**src/rtl/instruction_prefetch_if.sv**
```systemverilog
// Instruction prefetch bundle: redirect control, instruction-memory port and
// decode-side queue head. The prefetch unit uses the master view; the
// surrounding pipeline/memory uses the slave view.
interface instruction_prefetch_if #(
    parameter int ADDR_WIDTH  = 32,
    parameter int INSTR_WIDTH = 32,
    parameter int DEPTH       = 4
);
    localparam int LEVEL_W = $clog2(DEPTH + 1);

    // redirect (branch / exception)
    logic                   redirect_i;
    logic [ADDR_WIDTH-1:0]  redirect_pc_i;

    // instruction memory port
    logic                   mem_req_o;
    logic [ADDR_WIDTH-1:0]  mem_addr_o;
    logic                   mem_ack_i;
    logic [INSTR_WIDTH-1:0] mem_instr_i;

    // decode side
    logic                   instr_valid_o;
    logic [INSTR_WIDTH-1:0] instr_o;
    logic [ADDR_WIDTH-1:0]  pc_o;
    logic                   instr_ready_i;
    logic [LEVEL_W-1:0]     level_o;

    modport master (
        input  redirect_i, redirect_pc_i,
        output mem_req_o, mem_addr_o,
        input  mem_ack_i, mem_instr_i,
        output instr_valid_o, instr_o, pc_o,
        input  instr_ready_i,
        output level_o
    );

    modport slave (
        output redirect_i, redirect_pc_i,
        input  mem_req_o, mem_addr_o,
        output mem_ack_i, mem_instr_i,
        input  instr_valid_o, instr_o, pc_o,
        output instr_ready_i,
        input  level_o
    );
endinterface

```
**src/rtl/instruction_prefetch.sv**
```systemverilog
// Instruction prefetch queue: fetches sequential instructions from memory into
// a DEPTH-entry FIFO of {pc, instr} pairs and hands them to decode. A redirect
// flushes the FIFO and restarts fetch at the redirect target.
module instruction_prefetch #(
    parameter int                    ADDR_WIDTH  = 32,
    parameter int                    INSTR_WIDTH = 32,
    parameter int                    DEPTH       = 4,
    parameter logic [ADDR_WIDTH-1:0] RESET_PC    = '0,
    parameter int                    PC_STEP     = 4
) (
    input  logic                  clk,
    input  logic                  rst_i,
    instruction_prefetch_if.master bus
);
    localparam int PTR_W   = (DEPTH > 1) ? $clog2(DEPTH) : 1;
    localparam int LEVEL_W = $clog2(DEPTH + 1);

    logic [PTR_W-1:0]       head_reg, head_next;
    logic [PTR_W-1:0]       tail_reg, tail_next;
    logic [LEVEL_W-1:0]     level_reg, level_next;
    logic [ADDR_WIDTH-1:0]  fetch_pc_reg, fetch_pc_next;

    // Entry storage; contents are don't-care while not counted by level_reg.
    logic [ADDR_WIDTH-1:0]  pc_store  [DEPTH];
    logic [INSTR_WIDTH-1:0] instr_store [DEPTH];

    logic full, empty, push, pop;

    assign full  = (level_reg == LEVEL_W'(DEPTH));
    assign empty = (level_reg == '0);

    // Request depends only on registered occupancy and reset, so a pop in the
    // same cycle never re-opens a full queue (no full-bypass path).
    assign bus.mem_req_o  = !rst_i && !full;
    assign bus.mem_addr_o = fetch_pc_reg;

    // A redirect cancels both sides: the acked word and the pop are dropped.
    assign push = bus.mem_req_o && bus.mem_ack_i && !bus.redirect_i;
    assign pop  = !empty && bus.instr_ready_i && !bus.redirect_i;

    // Head is read straight out of storage; forced to zero while empty so the
    // outputs are deterministic after reset or flush.
    assign bus.instr_valid_o = !empty;
    assign bus.instr_o       = empty ? '0 : instr_store[head_reg];
    assign bus.pc_o          = empty ? '0 : pc_store[head_reg];
    assign bus.level_o       = level_reg;

    // Next-state for pointers, occupancy and fetch PC.
    always_comb begin
        head_next     = head_reg;
        tail_next     = tail_reg;
        level_next    = level_reg;
        fetch_pc_next = fetch_pc_reg;
        if (bus.redirect_i) begin
            head_next     = '0;
            tail_next     = '0;
            level_next    = '0;
            fetch_pc_next = bus.redirect_pc_i;
        end else begin
            if (push) begin
                tail_next     = tail_reg + PTR_W'(1);
                fetch_pc_next = fetch_pc_reg + ADDR_WIDTH'(PC_STEP);
            end
            if (pop) begin
                head_next = head_reg + PTR_W'(1);
            end
            case ({push, pop})
                2'b10:   level_next = level_reg + LEVEL_W'(1);
                2'b01:   level_next = level_reg - LEVEL_W'(1);
                default: level_next = level_reg;
            endcase
        end
    end

    // Control state register with synchronous reset.
    always_ff @(posedge clk) begin
        if (rst_i) begin
            head_reg     <= '0;
            tail_reg     <= '0;
            level_reg    <= '0;
            fetch_pc_reg <= RESET_PC;
        end else begin
            head_reg     <= head_next;
            tail_reg     <= tail_next;
            level_reg    <= level_next;
            fetch_pc_reg <= fetch_pc_next;
        end
    end

    // Tail write of the fetched pair; push is already gated by reset.
    always_ff @(posedge clk) begin
        if (push) begin
            pc_store[tail_reg]    <= fetch_pc_reg;
            instr_store[tail_reg] <= bus.mem_instr_i;
        end
    end
endmodule

```
**src/flat_wrapper.sv**
```systemverilog
// flat-port wrapper written by rule: the top's interface ports become plain ports
module instruction_prefetch_flat 
#(
    parameter int                    ADDR_WIDTH  = 32,
    parameter int                    INSTR_WIDTH = 32,
    parameter int                    DEPTH       = 4,
    parameter logic [ADDR_WIDTH-1:0] RESET_PC    = '0,
    parameter int                    PC_STEP     = 4
)
  (clk, rst_i, bus_redirect_i, bus_redirect_pc_i, bus_mem_req_o, bus_mem_addr_o, bus_mem_ack_i, bus_mem_instr_i, bus_instr_valid_o, bus_instr_o, bus_pc_o, bus_instr_ready_i, bus_level_o);
  instruction_prefetch_if #(.ADDR_WIDTH(ADDR_WIDTH), .INSTR_WIDTH(INSTR_WIDTH), .DEPTH(DEPTH)) bus_i ();
  input  logic clk;
  input  logic rst_i;
  input wire logic [$bits(bus_i.redirect_i)-1:0] bus_redirect_i;
  input wire logic [$bits(bus_i.redirect_pc_i)-1:0] bus_redirect_pc_i;
  output wire logic [$bits(bus_i.mem_req_o)-1:0] bus_mem_req_o;
  output wire logic [$bits(bus_i.mem_addr_o)-1:0] bus_mem_addr_o;
  input wire logic [$bits(bus_i.mem_ack_i)-1:0] bus_mem_ack_i;
  input wire logic [$bits(bus_i.mem_instr_i)-1:0] bus_mem_instr_i;
  output wire logic [$bits(bus_i.instr_valid_o)-1:0] bus_instr_valid_o;
  output wire logic [$bits(bus_i.instr_o)-1:0] bus_instr_o;
  output wire logic [$bits(bus_i.pc_o)-1:0] bus_pc_o;
  input wire logic [$bits(bus_i.instr_ready_i)-1:0] bus_instr_ready_i;
  output wire logic [$bits(bus_i.level_o)-1:0] bus_level_o;
  assign bus_i.redirect_i = bus_redirect_i;
  assign bus_i.redirect_pc_i = bus_redirect_pc_i;
  assign bus_mem_req_o = bus_i.mem_req_o;
  assign bus_mem_addr_o = bus_i.mem_addr_o;
  assign bus_i.mem_ack_i = bus_mem_ack_i;
  assign bus_i.mem_instr_i = bus_mem_instr_i;
  assign bus_instr_valid_o = bus_i.instr_valid_o;
  assign bus_instr_o = bus_i.instr_o;
  assign bus_pc_o = bus_i.pc_o;
  assign bus_i.instr_ready_i = bus_instr_ready_i;
  assign bus_level_o = bus_i.level_o;
  instruction_prefetch #(.ADDR_WIDTH(ADDR_WIDTH), .INSTR_WIDTH(INSTR_WIDTH), .DEPTH(DEPTH), .RESET_PC(RESET_PC), .PC_STEP(PC_STEP)) u_core (.clk(clk), .rst_i(rst_i), .bus(bus_i));
endmodule
```
**config.mk**
```make
export PLATFORM = sky130hd
export DESIGN_NAME = instruction_prefetch_flat
export DESIGN_NICKNAME = d
export VERILOG_FILES = /design/src/rtl/instruction_prefetch_if.sv /design/src/rtl/instruction_prefetch.sv /design/src/flat_wrapper.sv
export SDC_FILE = /design/constraint.sdc
export NUM_CORES = 1
export LEC_CHECK = 0
export ABC_AREA = 1
export CORE_MARGIN = 3
export CORE_UTILIZATION = 55
export DETAILED_ROUTE_END_ITERATION = 8
export HOLD_SLACK_MARGIN = 0.06
export PLACE_DENSITY_LB_ADDON = 0.12
export SETUP_SLACK_MARGIN = 0.3
export SYNTH_ARGS = -nofsm -noshare
export SYNTH_HDL_FRONTEND = slang
export SYNTH_SLANG_ARGS = --single-unit
```
**constraint.sdc**
```tcl
create_clock -name clk -period 8.6 [get_ports clk]
set_clock_uncertainty 0.05 [all_clocks]
set_input_delay 0.86 -clock clk [delete_from_list [all_inputs] [get_ports clk]]
set_output_delay 0.86 -clock clk [all_outputs]
set_load 0.05 [all_outputs]
```
=== Word level (Yosys, flattened, before mapping) ===
Memories as Yosys holds them, arrays and structs flattened. A register that Yosys moved wholly into a read port is not among the register bits.
Cells that the tools add are included.
W data, S select, Z words.

* Bits in registers: 39
* Bits in writable memories: 256
* Input port bits: 69
* Output and inout port bits: 101
* Logic and storage cells: 38
* Memories kept: 2

{| class="wikitable"
|+ Memories
! memory !! words !! bits a word !! rd ports !! clocked after memory_dff !! write ports !! RTL line !! RTL
|-
| u_core.instr_store || 4 || 32 || 1 || 1 || 1 || instruction_prefetch.sv:25 || <nowiki>logic [INSTR_WIDTH-1:0] instr_store [DEPTH];</nowiki>
|-
| u_core.pc_store || 4 || 32 || 1 || 1 || 1 || instruction_prefetch.sv:24 || <nowiki>logic [ADDR_WIDTH-1:0] pc_store [DEPTH];</nowiki>
|}

* Add/sub/neg operators: 5
* Equal/unequal tests: 3
* Mux-type cells: 11
* Reduce and logical (&&, ||, !) cells: 13

{| class="wikitable"
|+ Operators by type and width
! operator !! count
|-
| $mux W32 || 4
|-
| $add A32 B3 Y32 const B || 1
|-
| $mux W2 || 4
|-
| $pmux W3 S2 || 1
|-
| $logic_and A1 B1 Y1 || 5
|-
| $add A2 B1 Y2 const B || 2
|-
| $logic_not A1 Y1 || 4
|-
| $reduce_bool A2 Y1 || 2
|-
| $add A3 B1 Y3 const B || 1
|-
| $eq A3 B3 Y1 const B || 1
|-
| $logic_not A3 Y1 || 1
|-
| $sub A3 B1 Y3 const B || 1
|-
| $eq A2 B1 Y1 const B || 1
|-
| $eq A2 B2 Y1 const B || 1
|-
| $mux W1 || 2
|-
| $reduce_or A2 Y1 || 1
|}

=== Logic depth before layout (Yosys ltp) ===
Gate-level depths: netlist of run 1.

* Depth after elaboration: 7
* Mapped depth: 13
* Gate-level depth less buffers: 12

=== Worst setup path after synthesis of run 1 ===
OpenSTA, ideal clock, no wires.

* Path type: input port to flip-flop
* Start: in rst_i
* End: mem u_core.instr_store[0][0] (enable)
* Library setup time: 0.487 ns
* Arrival time: 4.048 ns
* Required time: 8.063 ns
* Path slack: 4.015 ns
* Stages on the path: 6
* Path buffers: 1
* Path through: inv_2 > nand3_2 > nor2_1 > buf_4 > inv_2 > nor2_1

* Longest elaborated chain between the ends: 6

{| class="wikitable"
|+ RTL lines
! element !! RTL line !! RTL
|-
| from (decl) || flat_wrapper.sv:13 || <nowiki>input logic rst_i;</nowiki>
|-
| $logic_not A1 Y1 || instruction_prefetch.sv:34 || <nowiki>assign bus.mem_req_o = !rst_i && !full;</nowiki>
|-
| $logic_and A1 B1 Y1 || instruction_prefetch.sv:34 ||
|-
| $logic_and A1 B1 Y1 (2 in a row) || instruction_prefetch.sv:38 || <nowiki>assign push = bus.mem_req_o && bus.mem_ack_i && !bus.redirect_i;</nowiki>
|-
| $mux W1 || instruction_prefetch.sv:92 || <nowiki>if (push) begin</nowiki>
|-
| $mux W1 (implied by the code) || instruction_prefetch.sv:94 || <nowiki>instr_store[tail_reg] <= bus.mem_instr_i;</nowiki>
|-
| to (decl) || instruction_prefetch.sv:25 ||
|}

No other way between the ends.

==> results of run 1 <==
## worst paths after layout
check             cells after the start                  start  slack, ns                       end
hold reg to reg                       2     u_core.head_reg[1]       0.42                 flip-flop
setup / recovery                      5              flip-flop       3.98              bus_pc_o[11]
hold / removal                        2     u_core.head_reg[1]       0.42                 flip-flop
setup reg to reg                      8  u_core.bus.level_o[1]       5.46  u_core.instr_store[0][4]
## placed cells by master, fill, tap and decap left out, types with 10 or more instances in the layout
cell,count
clkdlybuf4s50_1,169
nor2_1,291
dfxtp_1,39
nand2_1,116
a21oi_1,90
clkbuf_16,30
buf_4,10
nand2_2,10
inv_1,60
edfxtp_1,256
o21ai_0,158
nand3_1,30
## stage by stage
stage                     util (%)  std cells  power [mW]  worst slack [ns]
final                         69.5       1635        3.08              3.98
after global routing          69.5       1635        3.17              3.77
after CTS                     69.5       1635        3.09              3.91
after detailed placement      65.3       1581        1.88              3.82
after global placement        65.3       1581        1.88              3.90
after floorplan                  -       1182        1.78              4.02
## metal layers
metal | wire, um | GRT usage, % | share of wire, %
met1 | 12500 | 32.9 | 42
met2 | 14300 | 38.9 | 49
met3 | 2150 | 3.46 | 7.3
met4 | 502 | 6.29 | 1.7
met5 | 0 | 0 | 0
## layout make-up
class | count | area share [%]
Clock buffer | 42 | 5.51
Clock inverter | 12 | 0.570
Inverter | 67 | 1.65
Multi-Input combinational cell | 758 | 23.1
Sequential cell | 297 | 55.4
Tap cell | 280 | 2.28
Timing Repair Buffer | 179 | 11.5
## synth_stat cells (3+ instances only)
cell	n	area [um2]
nand2_1	116	435
o21ai_1	3	15.0
xor2_1	4	35.0
nand2_4	3	33.8
inv_1	60	225
buf_1	8	30.0
clkbuf_1	23	86.3
nand3b_1	3	22.5
nor2_1	295	1110
a31oi_1	7	43.8
a21oi_1	90	450
nor3_1	3	15.0
nand3_1	30	150
nor2_4	5	56.3
nand2_2	10	62.6
dfxtp_1	41	821
edfxtp_1	256	7690
o21ai_0	158	791
inv_2	7	26.3
nand3_2	3	30.0
nor2_2	9	56.3
buf_2	27	135
nand4_1	4	25.0
ha_1	6	75.1
## critical path, delay by kind of cell, from the launching register on
kind                   cells  cell delay [ns]
AO/OA/AOI/OAI              2             0.59
buffers and inverters      3             1.99
flip-flops                 1             0.49
## where the power goes
part	internal [mW]	leakage, nW	switching, mW
logic	0.0826	2.24	0.150
registers	1.59	2.68	0.0331
clock network	0.710	0.452	0.511
total	2.38	5.37	0.693
## kinds of logic after synthesis
family          Yosys count  share of synthesized area [%]
xor+xnor                  6                          0.479
fa+ha+maj                 7                          0.759
compound gates          262                           10.6
buf+inv                 127                           4.13
simple gates            483                           16.1
flops                   297                           67.9
==> impl_metrics.yaml, run 1 <==
timing:
  max_freq_ghz: 0.216
  setup_viol: 0
  hold_viol: 0
  slew_headroom_pct: 34.4
  slew_viol_final: 0
  tns_ns: 0
  worst_pin_slew_ns: 0.984
  timing.hold.ws_ns: 0.424
  rsz0062_at_grt: "no"
  period_minus_slack_ns: 4.62
  fin_crit_sh_pct: 53.8
finish:
  syn_to_final_growth_pct: 22.5
  antenna_cells: 0
  final_nets: 1408
  multi_input_area_um2: 3540
  fillers: 1627
  final_area_um2: 15400
  drive_above_1_share_pct: 7.38
  seq_area_um2: 8510
clock_network:
  cts_tree: "done"
  cts-buffers-inserted: 29
  cts.reportedPaths.clkPinSlew_ns: 0.06
  post_cts_resized: 0
  insertion_delay_ns: 0.55
  cts_sinks: 297
  htree_levels: 1
  ctsLongestPathBuffers: 3
  postCtsSetupBuffers: 0
  cts_hold_buf: 0
  cts-root-buf: "clkbuf_16"
placement:
  post_dp_cell_area_um2: 14400
  post-dp-hpwl_mm: 17.8
  portBuffers: 169
  gp_congestion: 0.852
route:
  wl_per_cell_um: 18.0
  ant_nets: 0
  num_vias: 8951
  vias_per_cell: 5.47
  drt_iter0_drc: 841
  drc: 0
  wirelength_mm: 29.4
  drtPass1Iterations: 5
critical_path:
  slowest_stage: "clkdlybuf4s50_1"
  critPathRequiredTime_ns: 7.69
  arrival_ns: 3.71
  crit_fanout: 94
  critPathKind: "flip-flop to output pin"
  path_cells: "clkinv_2 > buf_4 > o21ai_0 > a21oi_1 > clkdlybuf4s50_1"
  slowest_delay_ns: 0.87
  start_kind: "flip-flop"
  end_kind: "output pin"
global_routing:
  grt_max_degree: 95
  grt_usage_pct: 23.5
  grt_pass1_vias: 8564
  antenna_found_initial: 0
  grt_first_pass_wirelength_mm: 45.5
  grt_overflow: 0
synthesis:
  synth_fp_nets: 1258
  synthArstFlopShare_pct: 0
  synth_edf_count: 256
  syn_area_per_cell_um2: 10.6
  synth.distinct_cells: 33
  ys_seq_area_share_pct: 67.9
  yosysWarnings: 0
  syn_inst: 1182
  synth_area_um2: 12500
  ys_seq_elements: 297
  synth_ff_type: "edfxtp_1"
floorplanning:
  rows: 54
  io-pin-count: 170
  core_area_um2: 22100
  die-area_um2: 24600
  start_util_pct: 56.7
  die_h_um: 157
  dieWidth_um: 157
flow_run:
  maxCapViolCount: 0
outcome:
  status: "completed"
min_path:
  hold_path.class: "flip-flop to flip-flop"
pwr:
  cellPowerDensity_nw_per_um2: 200
  peakVddDrop_mv: 0.149
  power.leakage_nw: 5.37
(Power assumes the default switching activity.)
==> inputs of run 2 (changes only) <==
--- a/config.mk
+++ b/config.mk
@@ -7,7 +7,7 @@
 export LEC_CHECK = 0
 export ABC_AREA = 1
 export CORE_MARGIN = 3
-export CORE_UTILIZATION = 55
+export CORE_UTILIZATION = 50
 export DETAILED_ROUTE_END_ITERATION = 8
 export HOLD_SLACK_MARGIN = 0.06
 export PLACE_DENSITY_LB_ADDON = 0.12
==> constraint.sdc (replaced) <==
create_clock -name clk -period 4.2 [get_ports clk]
set_clock_uncertainty 0.05 [all_clocks]
set_input_delay 0.42 -clock clk [delete_from_list [all_inputs] [get_ports clk]]
set_output_delay 0.42 -clock clk [all_outputs]
set_load 0.05 [all_outputs]
==> impl_metrics.yaml, run 2 (synthesized netlist as in run 1, its figures left out) <==
finish:
  drive_above_1_share_pct: 8.05
  stdcell_count: 1691
  final_nets: 1419
  final_common_cell: "nor2_1"
  finish.utilization_pct: 63.7
  antenna_cells: 0
  fillers: 1929
  layout_common_cells: "nor2_1 (291), edfxtp_1 (256), clkdlybuf4s50_1 (169), o21ai_0 (158), nand2_1 (116)"
  final_area_um2: 15600
  syn_to_final_growth_pct: 24.3
timing:
  timing.hold.ws_ns: 0.411
  setup_viol: 0
  tns_ns: 0
  hold_viol: 0
  fin_crit_sh_pct: 88.4
  slew_headroom_pct: 41.2
  rsz0062_at_grt: "no"
  period_minus_slack_ns: 3.71
  slew_viol_final: 0
  max_freq_ghz: 0.269
  setup_ws_ns: 0.487
  worst_pin_slew_ns: 0.882
route:
  vias_per_cell: 5.25
  num_vias: 8886
  drc: 0
  wirelength_mm: 30.0
  drtPass1Iterations: 5
  drt_iter0_drc: 644
  ant_nets: 0
  wl_per_cell_um: 17.7
global_routing:
  grt_busiest_layer: "met2"
  grtUsageMet3_pct: 3.43
  use_met1_pct: 32.1
  antenna_found_initial: 0
  grt_pass1_vias: 8679
  grt_overflow: 0
  grt_max_degree: 129
  use_met2_pct: 35.7
  grt_usage_pct: 22.1
  grt_first_pass_wirelength_mm: 47.0
min_path:
  hold_path.class: "primary input to flip-flop"
  hold_depth: 3
floorplanning:
  dieWidth_um: 164
  start_util_pct: 51.2
  die-area_um2: 27000
  die_h_um: 164
  core_area_um2: 24500
  rows: 57
  io-pin-count: 170
flow_run:
  maxCapViolCount: 0
placement:
  post-dp-hpwl_mm: 18.2
  dp.cells: 1635
  post_dp_cell_area_um2: 14600
  gp_congestion: 0.865
  place_ws_ns: 0.985
  portBuffers: 169
critical_path:
  worstRegToRegCells: 10
  critPathKind: "flip-flop to output pin"
  start_kind: "flip-flop"
  end_kind: "output pin"
  critPathRequiredTime_ns: 3.73
  crit_fanout: 26
  arrival_ns: 3.24
clock_network:
  cts-root-buf: "clkbuf_16"
  cts.reportedPaths.clkPinSlew_ns: 0.06
  cts-buffers-inserted: 30
  cts_tree: "done"
  postCtsSetupBuffers: 0
  cts_hold_buf: 0
  cts_sinks: 297
  ctsLongestPathBuffers: 3
  post_cts_resized: 0
  htree_levels: 1
  insertion_delay_ns: 0.54
pwr:
  total_power_mw: 6.41
  peakVddDrop_mv: 0.211
  power.leakage_nw: 5.46
  cellPowerDensity_nw_per_um2: 411
outcome:
  status: "completed"
run 2: per-layer routing:
layer / part of all wire [%] / wire [um]
met3: 6.3 / 1890
met5: 0 / 0
met4: 1.3 / 395
met2: 47 / 14000
met1: 46 / 13800
run 2: layout make-up:
type	count	area, um2	share of cell area [%]
clock buffer	50	897	5.76
timing repair buffer	189	1890	12.1
clock inverter	6	80.1	0.514
tap	324	405	2.60
inverter	67	253	1.62
multi-input combinational	758	3540	22.7
sequential	297	8510	54.6
run 2: path summary, 6_finish.rpt:
| check | start | end | slack [ns] |
|---|---|---|---|
| max reg2reg | u_core.bus.level_o[2] | u_core.bus.level_o[2] | 1.62 |
| max | flip-flop | bus_instr_o[18] | 0.49 |
| min reg2reg | u_core.head_reg[1] | flip-flop | 0.42 |
| min | bus_redirect_pc_i[14] | u_core.bus.mem_addr_o[14] | 0.41 |
run 2: report_power, final:
group	switching (mW)	internal, mW	leakage, nW
Sequential	0.0660	3.26	2.68
Clock	1.04	1.57	0.478
Combinational	0.312	0.174	2.30
run 2: critical path, cell delays in order (launching register included):
cell	delay, ns
dfxtp_2	0.70
inv_2	0.34
buf_4	0.35
nor2_1	0.16
o21ai_0	0.09
a21oi_1	0.20
clkdlybuf4s50_1	0.85
